**config.mk**
```make
export PLATFORM = sky130hd
export DESIGN_NAME = fifo_rd_stream_adapter
export DESIGN_NICKNAME = d
export VERILOG_FILES = /design/src/rtl/fifo_rd_stream_adapter.sv
export SDC_FILE = /design/constraint.sdc
export NUM_CORES = 1
export LEC_CHECK = 0
export CORE_AREA = 5 5 43 72
export CTS_CLUSTER_DIAMETER = 50
export DETAILED_ROUTE_END_ITERATION = 7
export DIE_AREA = 0 0 48 77
export PLACE_DENSITY = 0.69
export SETUP_SLACK_MARGIN = 0.15
export SYNTH_ARGS = -nofsm -noshare
export SYNTH_HDL_FRONTEND = slang
export SYNTH_SLANG_ARGS = --single-unit
```
**constraint.sdc**
```tcl
create_clock -name rclk -period 1.7 [get_ports rclk]
set_input_delay 0.34 -clock rclk [delete_from_list [all_inputs] [get_ports rclk]]
set_output_delay 0.34 -clock rclk [all_outputs]
set_load 0.01 [all_outputs]
```
**src/rtl/fifo_rd_stream_adapter.sv**
```systemverilog
// fifo_rd_stream_adapter: show-ahead FIFO read port to valid/ready stream through a 2-entry skid buffer; FIFO_RD_CNT_EN adds rd_count
module fifo_rd_stream_adapter #(
    parameter int DATA_W = 8
`ifdef FIFO_RD_CNT_EN
    , parameter int CNT_W = 16
`endif
) (
    input  logic              rclk,
    input  logic              rrst,
    input  logic              rempty,
    input  logic [DATA_W-1:0] rdata,
    output logic              rinc,
    input  logic              flush,
    output logic              m_valid,
    input  logic              m_ready,
    output logic [DATA_W-1:0] m_data
`ifdef FIFO_RD_CNT_EN
    , output logic [CNT_W-1:0] rd_count
`endif
);

    typedef enum logic [1:0] {S0, S1, S2} state_t;

    state_t            state, state_n;
    logic [DATA_W-1:0] slot0, slot1, slot0_n, slot1_n;
    logic              push, pop;

    // Pop decision uses only local occupancy, so rinc never waits on m_ready.
    assign push    = !rempty && (state != S2) && !flush && !rrst;
    assign rinc    = push;
    assign m_valid = (state != S0);
    assign m_data  = slot0;
    assign pop     = m_valid && m_ready;

    // State and skid slots; reset discards buffered words.
    always_ff @(posedge rclk) begin
        if (rrst) begin
            state <= S0;
            slot0 <= '0;
            slot1 <= '0;
        end else begin
            state <= state_n;
            slot0 <= slot0_n;
            slot1 <= slot1_n;
        end
    end

    // Next occupancy and slot contents; flush empties the buffer after any pop completes.
    always_comb begin
        state_n = state;
        slot0_n = slot0;
        slot1_n = slot1;
        case (state)
            S0: if (push) begin
                state_n = S1;
                slot0_n = rdata;
            end
            S1: if (push && !pop) begin
                state_n = S2;
                slot1_n = rdata;
            end else if (push && pop) begin
                slot0_n = rdata;
            end else if (pop) begin
                state_n = S0;
            end
            S2: if (pop) begin
                state_n = S1;
                slot0_n = slot1;
            end
            default: state_n = S0;
        endcase
        if (flush) state_n = S0;
    end

`ifdef FIFO_RD_CNT_EN
    // Delivered-word counter; wraps naturally, untouched by flush.
    always_ff @(posedge rclk) begin
        if (rrst) rd_count <= '0;
        else if (pop) rd_count <= rd_count + 1'b1;
    end
`endif

endmodule

```
==> metrics.csv <==
metric;value;unit
tritoncts;done;
seq_power_share;47.6;%
drc;0;
track_usage;13.20;%
clock-root-buffer;clkbuf_8;
finalSetupViolations;0;
dp.cells;145;
ys.warnings.count;0;
comb_power_share;15.7;%
portBuffers;22;
status;completed;
period_share;90.32;%
nNetsFinal;137;
setup_slack;0.1645;ns
clkPwrFrac;36.7;%
cp_cell_sequence;or2_2 -> dlygate4sd2_1;
cts_max_level;1;
routabilityCongestion;0.7499;
grt_max_degree;20;
drtIter0Drc;13;
antenna_found_initial;0;
p_leak;0.4857;nW
io_pins;23;
syn-instance-count;96;
core;2462;µm²
fin_skew;0.002663;ns
slew_headroom;77.69;%
cap_violations;0;
dpl.hpwl;1.711;mm
start_util;36.99;%
cp-start-kind;register;
internal-power;0.0007213;W
timing.fmax;0.6513;GHz
synthesis.nets;109;
grt.overflow.total;0;
syn_to_final_growth;35.44;%
viasPerCell;5.617;
whs;0.4762;ns
dieArea;3696;µm²
pre_cts_slack;-0.3352;ns
final_cell_mix;clkdlybuf4s50_1, dfxtp_1, buf_4;
critPathKind;reg2out;
clock_sinks;18;
critPathBufInv;1;
clock_path_buffers;2;
switchingPower;0.0002079;W
avgSynthCellArea;9.488;µm²
report.final.slew_viol_count;0;
min_path_type;reg2reg;
n_antenna_cell;0;
ys_seq_elements;18;
cp-end-kind;output port;
syn_area;910.9;µm²
grt_first_pass_wirelength;3.712;mm
crit_family;flip-flops;
ys_seq_area_share;39.56;%
arrival;1.20;ns
fp.dieH;77;µm
finalCriticalPeriod;1.536;ns
rsz0062_at_grt;yes;
finalHoldViolations;0;
synth.distinct_cells;28;
peakVddDrop;0.3708;mV
stdcell_count;149;
clk_pin_slew;0.07;ns
die_x;48;µm
routedWlPerCell;15.15;µm
grt_pass1_vias;855;
p_sw_share;22.38;%
numCtsBuffers;3;
cpPeakStageDelay;0.36;ns
drt-total-wl;2.257;mm
crit_fanout;8;
worst-slew-pin-transition;0.3263;ns
rows;24;
postRouteAntennaNets;0;
clock_latency;0.25;ns
num_vias;837;
slowest_stage;dfxtp_2;
cts_setup_buffers;0;
worstPathRequired;1.36;ns
first_pass_iters;2;
p_per_area;753.2;nW/µm²
drive_gt1_share;17.07;%
## tightest hold or removal path: stages (launching register included)
cell and delay (ns):
dfxtp_1 0.31, o21ai_0 0.06, a21oi_1 0.06
## cell families (layout without fill, tap and decap cells)
| kind of cell | count (synthesis) | in the layout | share of synthesized area (%) |
|---|---|---|---|
| compound gates | 37 | 37 | 28.16 |
| flops | 18 | 18 | 39.56 |
| simple gates | 22 | 22 | 16.07 |
| mux | 8 | 8 | 8.792 |
| buf+inv | 11 | 38 | 7.416 |
## worst paths after layout
kind / from / to / slack (ns) / cells after the start
worst max-delay path: state[1] / m_valid / 0.16 / 2
worst max register to register: state[0] / m_data[0] / 0.25 / 4
worst min register to register: slot1[6] / slot1[6] / 0.48 / 2
worst min-delay path: slot1[6] / slot1[6] / 0.48 / 2
## timing repair
item,CTS,global route
resized for setup,8,2
endpoints found under the setup margin,10,4
hold buffers,0,0
## layer usage
metal	routed length, µm	global-route usage [%]	share of wire, %	vias up
met5	0	0	0	-
met4	22	4.852	0.97	0
met2	1258	23.74	56	13
met3	90	1.405	4.0	2
met1	886	14.49	39	404
li1	-	-	-	418
## cell type report
| type | count | area (µm²) |
|---|---|---|
| tap | 26 | 32.53 |
| clock buffer | 4 | 55.05 |
| inverter | 2 | 7.507 |
| fill | 231 | 1229 |
| multi-input combinational | 67 | 485.5 |
| sequential | 18 | 361.6 |
| timing repair buffer | 32 | 291.5 |
## registers in the layout, summed over array words and instances (netlist names)
register  flops
slot1         8
state         2
m_data        8
## Yosys cell counts
master      n  area, µm²
o21a_1      1      7.510
nor3b_2     1      12.51
o21ai_1     1      5.000
o21ai_0     7      35.03
clkbuf_1    1      3.750
or3_1       1      6.260
or2_2       1      6.260
buf_6       2      22.52
nand2b_1    3      18.77
nor2_1      1      3.750
or3b_1      1      8.760
and3b_1     1      8.760
buf_1       1      3.750
nor3_4      1      16.27
nor2b_1     1      6.260
a311oi_1    8      70.07
inv_1       2      7.510
a21oi_1     9      45.04
dfxtp_1    18      360.4
nand3b_1    1      7.510
buf_4       2      15.01
buf_2       3      15.01
nand3_1     9      45.04
a31o_4      1      17.52
a211oi_1    9      67.56
a2111oi_0   1      8.760
and2_1      1      6.260
mux2i_1     8      80.08
## stage by stage
step	instance area [µm²]	util [%]	setup TNS (ns)	power [W]
global route	1234	50.10	0	0.0009900
global placement	1179	47.87	-1.920	0.0005972
detailed placement	1179	47.87	-2.206	0.0006009
CTS	1231	50.00	0	0.0009445
finish	1234	50.10	0	0.0009292
floorplan	910.9	-	0	0.0005168
## power by group through the flow
stage	Clock [W]	Sequential, W	Combinational [W]
6_report	0.000341	0.000442	0.000146
5_1_grt	0.000388	0.000444	0.000159
4_1_cts	0.000356	0.000442	0.000146
3_5_place_dp	0	0.000452	0.000149
3_3_place_gp	0	0.000451	0.000146
2_1_floorplan	0	0.000457	0.0000602
(Power assumes the default switching activity.)
